$ cat config.mk
export PLATFORM = sky130hd
export DESIGN_NAME = microcode_sequencer
export DESIGN_NICKNAME = d
export VERILOG_FILES = /design/src/rtl/eclair_useq_pkg.sv /design/src/rtl/useq_stack.sv /design/src/rtl/microcode_sequencer.sv
export SDC_FILE = /design/constraint.sdc
export NUM_CORES = 1
export LEC_CHECK = 0
export CAP_MARGIN = 20
export CELL_PAD_IN_SITES_DETAIL_PLACEMENT = 0
export CELL_PAD_IN_SITES_GLOBAL_PLACEMENT = 2
export CORE_AREA = 5 5 133 167
export DETAILED_ROUTE_END_ITERATION = 7
export DIE_AREA = 0 0 138 172
export MAX_ROUTING_LAYER = met4
export PLACE_DENSITY_LB_ADDON = 0.1
export SLEW_MARGIN = 25
export SYNTH_ARGS = -nofsm -noshare
export SYNTH_HDL_FRONTEND = slang
export SYNTH_SLANG_ARGS = --single-unit
$ cat constraint.sdc
create_clock -name clk -period 7.1 [get_ports clk]
set_input_delay 0.71 -clock clk [delete_from_list [all_inputs] [get_ports clk]]
set_output_delay 0.71 -clock clk [all_outputs]
set_load 0.05 [all_outputs]
$ cat src/rtl/eclair_useq_pkg.sv
`default_nettype none
// ============================================================================
// Package   : eclair_useq_pkg
// Purpose   : Shared definitions for the ECLair microcode sequencer:
//             sequencing opcodes, microword field offsets and FSM states.
// Revision  : 1.0 - initial release
// ============================================================================
package eclair_useq_pkg;

    // Microword sequencing field layout (low bits of every microword)
    localparam int SRC_BIT  = 0;
    localparam int OP_LSB   = 1;
    localparam int OP_W     = 3;
    localparam int CSEL_LSB = 4;

    // Sequencing opcodes; 3'b111 is reserved and behaves as NEXT
    localparam logic [OP_W-1:0] OP_NEXT  = 3'b000;
    localparam logic [OP_W-1:0] OP_JUMP  = 3'b001;
    localparam logic [OP_W-1:0] OP_CJMP  = 3'b010;
    localparam logic [OP_W-1:0] OP_CJMPN = 3'b011;
    localparam logic [OP_W-1:0] OP_CALL  = 3'b100;
    localparam logic [OP_W-1:0] OP_RET   = 3'b101;
    localparam logic [OP_W-1:0] OP_HALT  = 3'b110;

    typedef enum logic [1:0] {
        ST_LOAD = 2'd0,
        ST_RUN  = 2'd1,
        ST_HALT = 2'd2
    } useq_state_t;

    // Condition-select field width; kept at least one bit wide so a
    // single-flag configuration still has a legal field.
    function automatic int csel_width(input int cond_width);
        return (cond_width > 1) ? $clog2(cond_width) : 1;
    endfunction

endpackage
`default_nettype wire

$ cat src/rtl/useq_stack.sv
`default_nettype none
// ============================================================================
// Module    : useq_stack
// Purpose   : Small LIFO holding microcode return addresses. Push is ignored
//             when full and pop is ignored when empty; the owner detects and
//             reports those faults itself.
// Revision  : 1.0 - initial release
// ============================================================================
module useq_stack #(
    parameter int DEPTH = 4,
    parameter int WIDTH = 8
) (
    input  logic             clk,
    input  logic             rst,
    input  logic             push,
    input  logic             pop,
    input  logic [WIDTH-1:0] din,
    output logic [WIDTH-1:0] dout,
    output logic             full,
    output logic             empty
);

    localparam int SP_W  = $clog2(DEPTH + 1);
    localparam int IDX_W = (DEPTH > 1) ? $clog2(DEPTH) : 1;

    logic [WIDTH-1:0] r_mem [2**IDX_W];
    logic [SP_W-1:0]  r_sp;
    logic [IDX_W-1:0] w_push_idx;
    logic [IDX_W-1:0] w_top_idx;
    logic             w_do_push;
    logic             w_do_pop;

    assign full       = (r_sp == SP_W'(DEPTH));
    assign empty      = (r_sp == '0);
    assign w_do_push  = push && !full;
    assign w_do_pop   = pop && !empty && !push;
    assign w_push_idx = IDX_W'(r_sp);
    assign w_top_idx  = IDX_W'(r_sp - SP_W'(1));
    assign dout       = r_mem[w_top_idx];

    // Stack pointer: counts live entries, cleared by reset
    always_ff @(posedge clk) begin
        if (rst) begin
            r_sp <= '0;
        end else if (w_do_push) begin
            r_sp <= r_sp + SP_W'(1);
        end else if (w_do_pop) begin
            r_sp <= r_sp - SP_W'(1);
        end
    end

    // Entry storage; contents above the pointer are don't-care so no reset
    always_ff @(posedge clk) begin
        if (w_do_push) begin
            r_mem[w_push_idx] <= din;
        end
    end

endmodule
`default_nettype wire

$ cat src/rtl/microcode_sequencer.sv
`default_nettype none
// ============================================================================
// Module    : microcode_sequencer
// Purpose   : ECLair control-store sequencer. Copies the microcode EPROM into
//             control-store RAM after reset, then sequences microwords with
//             conditional branches, call/return, stall and halt.
// Revision  : 1.0 - initial release
// ============================================================================
module microcode_sequencer
    import eclair_useq_pkg::*;
#(
    parameter int ADDR_WIDTH  = 8,
    parameter int WORD_WIDTH  = 64,
    parameter int COND_WIDTH  = 4,
    parameter int STACK_DEPTH = 4
) (
    input  logic                  clk,
    input  logic                  reset,
    output logic [ADDR_WIDTH-1:0] rom_addr,
    input  logic [WORD_WIDTH-1:0] rom_data,
    output logic [ADDR_WIDTH-1:0] ram_addr,
    output logic [WORD_WIDTH-1:0] ram_wdata,
    output logic                  ram_we,
    input  logic [WORD_WIDTH-1:0] ram_rdata,
    input  logic [COND_WIDTH-1:0] cond,
    input  logic [ADDR_WIDTH-1:0] ir_vec,
    input  logic                  stall,
    output logic [WORD_WIDTH-1:0] uinst,
    output logic                  uinst_valid,
    output logic [ADDR_WIDTH-1:0] upc,
    output logic                  ready,
    output logic                  halted,
    output logic                  stack_err
);

    localparam int CSEL_W     = csel_width(COND_WIDTH);
    localparam int LIT_LSB    = CSEL_LSB + CSEL_W;
    localparam int COND_EXT_W = 2**CSEL_W;

    useq_state_t           r_state;
    logic [ADDR_WIDTH-1:0] r_load_cnt;
    logic [ADDR_WIDTH-1:0] r_upc;
    logic                  r_ready;
    logic                  r_halted;
    logic                  r_stack_err;

    logic                  w_run;
    logic                  w_advance;
    logic [OP_W-1:0]       w_op;
    logic                  w_src;
    logic [CSEL_W-1:0]     w_sel;
    logic [ADDR_WIDTH-1:0] w_lit;
    logic [ADDR_WIDTH-1:0] w_target;
    logic [COND_EXT_W-1:0] w_cond_ext;
    logic                  w_cond_hit;
    logic [ADDR_WIDTH-1:0] w_upc_inc;
    logic [ADDR_WIDTH-1:0] w_next;
    logic                  w_push;
    logic                  w_pop;
    logic                  w_fault;
    logic                  w_halt_op;
    logic                  w_stk_full;
    logic                  w_stk_empty;
    logic [ADDR_WIDTH-1:0] w_stk_dout;

    // Microword decode; only meaningful in RUN where ram_addr follows upc
    assign w_run      = (r_state == ST_RUN);
    assign w_advance  = w_run && !stall;
    assign w_op       = ram_rdata[OP_LSB +: OP_W];
    assign w_src      = ram_rdata[SRC_BIT];
    assign w_sel      = ram_rdata[CSEL_LSB +: CSEL_W];
    assign w_lit      = ram_rdata[LIT_LSB +: ADDR_WIDTH];
    assign w_target   = w_src ? w_lit : ir_vec;
    assign w_cond_ext = COND_EXT_W'(cond);
    assign w_cond_hit = w_cond_ext[w_sel];
    assign w_upc_inc  = r_upc + ADDR_WIDTH'(1);

    // Next-address selection and stack requests for the current microword
    always_comb begin
        w_next    = w_upc_inc;
        w_push    = 1'b0;
        w_pop     = 1'b0;
        w_fault   = 1'b0;
        w_halt_op = 1'b0;
        case (w_op)
            OP_JUMP:  w_next = w_target;
            OP_CJMP:  if (w_cond_hit)  w_next = w_target;
            OP_CJMPN: if (!w_cond_hit) w_next = w_target;
            OP_CALL: begin
                w_next = w_target;
                if (w_stk_full) w_fault = 1'b1;
                else            w_push  = w_advance;
            end
            OP_RET: begin
                w_next = w_stk_dout;
                if (w_stk_empty) w_fault = 1'b1;
                else             w_pop   = w_advance;
            end
            OP_HALT:  w_halt_op = 1'b1;
            default:  w_next = w_upc_inc;
        endcase
    end

    useq_stack #(
        .DEPTH (STACK_DEPTH),
        .WIDTH (ADDR_WIDTH)
    ) u_stack (
        .clk   (clk),
        .rst   (reset),
        .push  (w_push),
        .pop   (w_pop),
        .din   (w_upc_inc),
        .dout  (w_stk_dout),
        .full  (w_stk_full),
        .empty (w_stk_empty)
    );

    // Sequencer FSM: EPROM copy, microword sequencing, terminal halt
    always_ff @(posedge clk) begin
        if (reset) begin
            r_state     <= ST_LOAD;
            r_load_cnt  <= '0;
            r_upc       <= '0;
            r_ready     <= 1'b0;
            r_halted    <= 1'b0;
            r_stack_err <= 1'b0;
        end else begin
            case (r_state)
                ST_LOAD: begin
                    r_load_cnt <= r_load_cnt + ADDR_WIDTH'(1);
                    if (r_load_cnt == '1) begin
                        r_state <= ST_RUN;
                        r_ready <= 1'b1;
                        r_upc   <= '0;
                    end
                end
                ST_RUN: begin
                    if (!stall) begin
                        if (w_halt_op) begin
                            r_state  <= ST_HALT;
                            r_halted <= 1'b1;
                        end else if (w_fault) begin
                            r_state     <= ST_HALT;
                            r_halted    <= 1'b1;
                            r_stack_err <= 1'b1;
                        end else begin
                            r_upc <= w_next;
                        end
                    end
                end
                ST_HALT: begin
                    r_state <= ST_HALT;
                end
                default: begin
                    r_state <= ST_LOAD;
                end
            endcase
        end
    end

    assign rom_addr    = r_load_cnt;
    assign ram_addr    = (r_state == ST_LOAD) ? r_load_cnt : r_upc;
    assign ram_wdata   = rom_data;
    assign ram_we      = (r_state == ST_LOAD);
    assign uinst       = w_run ? ram_rdata : '0;
    assign uinst_valid = w_run;
    assign upc         = r_upc;
    assign ready       = r_ready;
    assign halted      = r_halted;
    assign stack_err   = r_stack_err;

endmodule
`default_nettype wire

==> results of run 1 <==
## metrics by stage
stage | setup slack, ns | utilization | instance area (um^2) | instances
2_1_floorplan | 3.99 | - | 3810 | 383
3_3_place_gp | 3.79 | 0.260 | 5330 | 746
3_5_place_dp | 3.79 | 0.260 | 5330 | 746
4_1_cts | 3.66 | 0.267 | 5480 | 754
5_1_grt | 3.57 | 0.267 | 5490 | 754
6_report | 3.80 | 0.267 | 5490 | 754
## synthesized netlist by cell type, types with 8 or more instances
cell type	number	share of area
a21oi_1	8	0.010
and2_1	69	0.11
buf_4	65	0.13
clkbuf_1	14	0.014
dfxtp_1	24	0.13
edfxtp_1	32	0.25
ha_1	9	0.030
inv_1	9	0.0089
mux2_2	9	0.027
mux4_2	9	0.053
nand2_1	20	0.020
nor2_1	19	0.019
## kinds of logic (layout without fill, tap and decap cells)
kind of cell    Yosys count  in the layout
compound gates           43             43
simple gates            146            146
flops                    56             56
buf+inv                  92            189
fa+ha+maj                 9              9
xor+xnor                 13             13
mux                      24             24
## flip-flops by register name, indices dropped and copies added, names as in the netlist
| signal | cells |
|---|---|
| u_stack.r_mem | 32 |
| rom_addr | 8 |
| upc | 8 |
| u_stack.r_sp | 3 |
| r_state | 2 |
| halted | 1 |
| ready | 1 |
| stack_err | 1 |
## path summary, 6_finish.rpt
check,end
hold reg to reg,halted
setup reg to reg,upc[5]
hold / removal,halted
setup / recovery,ram_addr[2]
## final cells by class
| cell class | count | area, um^2 |
|---|---|---|
| clock inverter | 3 | 27.5 |
| tap | 274 | 343 |
| sequential | 56 | 1440 |
| multi-input combinational | 235 | 1800 |
| fill | 2203 | 15000 |
| clock buffer | 5 | 125 |
| timing repair buffer | 172 | 1720 |
| inverter | 9 | 33.8 |
## metal layers
layer,wire length (um),track usage,up-vias
met5,0,-,-
met4,192,0.0266,0
met3,1040,0.0326,19
met2,6820,0.193,172
met1,5890,0.135,1411
li1,-,-,1456
## tightest hold or removal path: cells and delay by family (launching register included)
family,cells,cell delay [ns]
DFF,1,0.33
and+or+nand+nor,2,0.11
## where the power goes
group          switching [mW]  total, mW  internal, mW
Sequential            0.00269      0.343         0.340
Combinational          0.0407     0.0947        0.0541
Clock                   0.127      0.261         0.134
==> impl_metrics.env, run 1 <==
export IMPL_die_w_um=138
export IMPL_power_uw=699
export IMPL_ys_ff_latch=56
export IMPL_post_cts_resized=0
export IMPL_muxShareOfSynthArea=0.0954
export IMPL_path_max_fanout=20
export IMPL_slowest_stage="ha_1"
export IMPL_endpoint_kind="primary output"
export IMPL_synthFlopType="edfxtp_1"
export IMPL_h_tree_depth=2
export IMPL_syn_cell_area_um2=3810
export IMPL_grt_pass1_vias=3141
export IMPL_cts_buffer_depth=2
export IMPL_arrival_ns=2.59
export IMPL_cts_tree="done"
export IMPL_synth_top_family_by_area="simple AND/OR/NAND/NOR gates"
export IMPL_cts_setup_buffers=0
export IMPL_finClkSkew_ns=0.00730
export IMPL_clkSinkCount=56
export IMPL_timing_max_transition_violations_final=0
export IMPL_startpoint="r_state[1]"
export IMPL_wire_per_inst_um=18.5
export IMPL_clkTransAtPathRegs_ns=0.08
export IMPL_nets=631
export IMPL_grt_pass1_wl_um=20200
export IMPL_cellPowerDensity_nw_per_um2=127
export IMPL_gp_congestion=0.730
export IMPL_tightest_slew_ns=0.856
export IMPL_syn_to_final_growth_pct=43.9
export IMPL_hp_start="halted"
export IMPL_finalHoldViolations=0
export IMPL_grt_usage=0.114
export IMPL_cts_root_buffer="clkbuf_16"
export IMPL_ys_types=53
export IMPL_cap_viol_max_count=0
export IMPL_antenna_left=0
export IMPL_required_ns=6.39
export IMPL_die_area_um2=23700
export IMPL_status="complete, no violations"
export IMPL_crit_type="reg -> out"
export IMPL_slowest_delay_ns=0.73
export IMPL_antenna_cells=0
export IMPL_fin_tns_setup_ns=0
export IMPL_hpwl_um=11000
export IMPL_drt_pass1_iterations=4
export IMPL_die_height_um=172
export IMPL_synthCells=383
export IMPL_fmax_ghz=0.303
export IMPL_cp_num_buf_inv=2
export IMPL_syn_num_nets=535
export IMPL_min_path_type="reg -> reg"
export IMPL_portBuffers=171
export IMPL_layout_min_cycle_time_ns=3.30
export IMPL_drive_gt1_frac=0.0833
export IMPL_synthAdderAreaFrac=0.0295
export IMPL_drt_iter0_drc=85
export IMPL_synth_xor_area_frac=0.0298
export IMPL_ys_warn_count=0
export IMPL_finalCritPeriodShare=0.464
export IMPL_start_kind="flop"
export IMPL_final_common_cell="clkdlybuf4s50_1"
export IMPL_hold_ws_ns=0.472
export IMPL_crit_cells=4
export IMPL_grt_setup_unrepaired="false"
export IMPL_hold_depth=2
export IMPL_vias=3058
export IMPL_syn_area_per_cell_um2=9.96
export IMPL_synth_compound_area_share=0.0968
export IMPL_synth_async_reset_ratio=0
export IMPL_grt_max_degree=70
export IMPL_setup_viol=0
export IMPL_drc=0
export IMPL_initial_utilization=0.186
export IMPL_r2r_setup_slack_ns=4.22
export IMPL_synthSimpleGateAreaFrac=0.215
export IMPL_numCtsBuffers=5
export IMPL_r2r_start="u_stack.r_sp[0]"
export IMPL_synth_edf_count=32
export IMPL_ctsHoldBuffers=0
export IMPL_io_pins=300
export IMPL_coreArea_um2=20500
export IMPL_rows=59
export IMPL_antenna_found_initial=0
export IMPL_cp_top_family="buffers and inverters"
export IMPL_ir_drop_mv=0.0789
export IMPL_worstRegToRegCells=7
export IMPL_drt_wl_total_um=13900
export IMPL_slew_headroom=0.429
export IMPL_ys_seq_area_frac=0.378
export IMPL_gr_total_overflow=0
export IMPL_clk_latency_ns=0.30
export IMPL_final_cell_mix="171 x clkdlybuf4s50_1, 69 x and2_1, 32 x edfxtp_1"
export IMPL_viasPerCell=4.06
export IMPL_path_cells="inv_1 > ha_1 > mux2_2 > clkdlybuf4s50_1"
export IMPL_p_leak_nw=1.93
No activity file was read; power rests on OpenSTA's default activity.
==> run 2, diff against run 1 <==
--- a/config.mk
+++ b/config.mk
@@ -8,9 +8,9 @@
 export CAP_MARGIN = 20
 export CELL_PAD_IN_SITES_DETAIL_PLACEMENT = 0
 export CELL_PAD_IN_SITES_GLOBAL_PLACEMENT = 2
-export CORE_AREA = 5 5 133 167
+export CORE_AREA = 5 5 145 181
 export DETAILED_ROUTE_END_ITERATION = 7
-export DIE_AREA = 0 0 138 172
+export DIE_AREA = 0 0 150 186
 export MAX_ROUTING_LAYER = met4
 export PLACE_DENSITY_LB_ADDON = 0.1
 export SLEW_MARGIN = 25
==> constraint.sdc (replaced) <==
create_clock -name clk -period 3 [get_ports clk]
set_input_delay 0.3 -clock clk [delete_from_list [all_inputs] [get_ports clk]]
set_output_delay 0.3 -clock clk [all_outputs]
set_load 0.05 [all_outputs]
==> run 2 against run 1 <==
Effect of this change: combinational power increased by 140%; via count is 3.9% higher; non-clock buffer count is 11 higher; hold slack better by 0.0090 ns; critical path depth is 1 higher; register-to-register slack got worse by 3.5 ns; die area rose by 18%; sequential power is 140% higher; design area rose by 2.5%; wire length rose by 17%; total power grew 140%; largest cell class is now non-clock buffers.
==> impl_metrics.env, run 2 (same netlist as run 1, synthesis figures left out) <==
export IMPL_cts_buffer_depth=2
export IMPL_nets=642
export IMPL_path_max_fanout=15
export IMPL_cellPowerDensity_nw_per_um2=293
export IMPL_die_w_um=150
export IMPL_route_met3_wl_um=1220
export IMPL_routedLengthMet1_um=6370
export IMPL_required_ns=2.70
export IMPL_gr_total_overflow=0
export IMPL_endpoint_kind="primary output"
export IMPL_highest_layer="met4"
export IMPL_rows=64
export IMPL_drt_iter0_drc=97
export IMPL_finalHoldViolations=0
export IMPL_layout_min_cycle_time_ns=2.71
export IMPL_cts_tree="done"
export IMPL_die_area_um2=27900
export IMPL_r2r_setup_slack_ns=0.72
export IMPL_regMostFlops="u_stack.r_mem"
export IMPL_grt_pass1_wl_um=23100
export IMPL_arrival_ns=2.41
export IMPL_cap_viol_max_count=0
export IMPL_drc=0
export IMPL_gp_congestion=0.716
export IMPL_clkTransAtPathRegs_ns=0.08
export IMPL_fmax_ghz=0.369
export IMPL_coreArea_um2=24300
export IMPL_slew_headroom=0.588
export IMPL_finClkSkew_ns=0.00601
export IMPL_ir_drop_mv=0.213
export IMPL_crit_type="reg -> out"
export IMPL_hold_ws_ns=0.481
export IMPL_path_cells="inv_1 > ha_1 > buf_4 > o21ai_0 > clkdlybuf4s50_1"
export IMPL_clkSinkCount=56
export IMPL_antenna_left=0
export IMPL_status="complete, no violations"
export IMPL_largest_reg_flops=32
export IMPL_wire_per_inst_um=19.9
export IMPL_final_cell_mix="167 x clkdlybuf4s50_1, 69 x and2_1, 32 x edfxtp_1"
export IMPL_timing_max_transition_violations_final=0
export IMPL_grt_setup_unrepaired="false"
export IMPL_viasPerCell=3.86
export IMPL_syn_to_final_growth_pct=47.5
export IMPL_p_leak_nw=1.99
export IMPL_grt_max_degree=70
export IMPL_io_pins=300
export IMPL_antenna_found_initial=1
export IMPL_clk_latency_ns=0.29
export IMPL_cp_top_family="buffers and inverters"
export IMPL_fin_tns_setup_ns=0
export IMPL_cts_root_buffer="clkbuf_16"
export IMPL_initial_utilization=0.157
export IMPL_cp_num_buf_inv=3
export IMPL_tightest_slew_ns=0.618
export IMPL_drt_wl_total_um=16300
export IMPL_slowest_delay_ns=0.84
export IMPL_slowest_stage="clkdlybuf4s50_1"
export IMPL_numCtsBuffers=5
export IMPL_routed_wl_met2_um=8370
export IMPL_drive_gt1_frac=0.110
export IMPL_grt_pass1_vias=3438
export IMPL_hpwl_um=13200
export IMPL_finalCritPeriodShare=0.904
export IMPL_grt_usage=0.116
export IMPL_h_tree_depth=2
export IMPL_portBuffers=171
export IMPL_vias=3177
export IMPL_min_path_type="reg -> reg"
export IMPL_setup_viol=0
export IMPL_final_common_cell="clkdlybuf4s50_1"
export IMPL_post_cts_resized=0
export IMPL_ctsHoldBuffers=0
export IMPL_drt_pass1_iterations=4
export IMPL_cts_setup_buffers=0
export IMPL_start_kind="flop"
export IMPL_die_height_um=186
run 2: stage by stage:
| stage | total power [mW] | setup slack, ns | instances | util | cell area (um^2) |
|---|---|---|---|---|---|
| final | 1.65 | 0.289 | 822 | 0.231 | 5630 |
| after global routing | 1.73 | 0.163 | 822 | 0.231 | 5630 |
| after CTS | 1.68 | 0.258 | 821 | 0.231 | 5630 |
| after detailed placement | 1.06 | 0.462 | 813 | 0.225 | 5480 |
| after global placement | 1.06 | 0.523 | 813 | 0.225 | 5480 |
| after floorplan | 1.14 | 0.298 | 383 | - | 3810 |
run 2: routing by layer:
metal  vias to the layer above  track usage
li1                       1477            -
met1                      1507        0.127
met2                       154        0.207
met3                        39       0.0300
met4                         0       0.0326
met5                         -            -
run 2: report_power, final:
part           switching, mW  internal [mW]
sequential           0.00567          0.805
combinational         0.0977          0.131
clock                  0.293          0.317
total                  0.396           1.25
run 2: cell type report:
cell class | count | area (um^2)
clock inverter | 3 | 25.0
clock buffer | 5 | 125
fill | 2701 | 18700
tap | 330 | 413
inverter | 9 | 33.8
antenna | 1 | 2.50
multi-input combinational | 235 | 1780
timing repair buffer | 183 | 1800
sequential | 56 | 1440
run 2: worst min-delay path, stage by stage (launching register included):
cell and delay, ns:
dfxtp_1 0.34, nor2_1 0.05, nor2_1 0.07
run 2: final timing paths:
kind	endpoint	cells after the start	from
worst max register to register	upc[0]	5	rom_addr[0]
worst min-delay path	halted	2	halted
worst max-delay path	ram_addr[0]	5	r_state[0]
worst min register to register	halted	2	halted
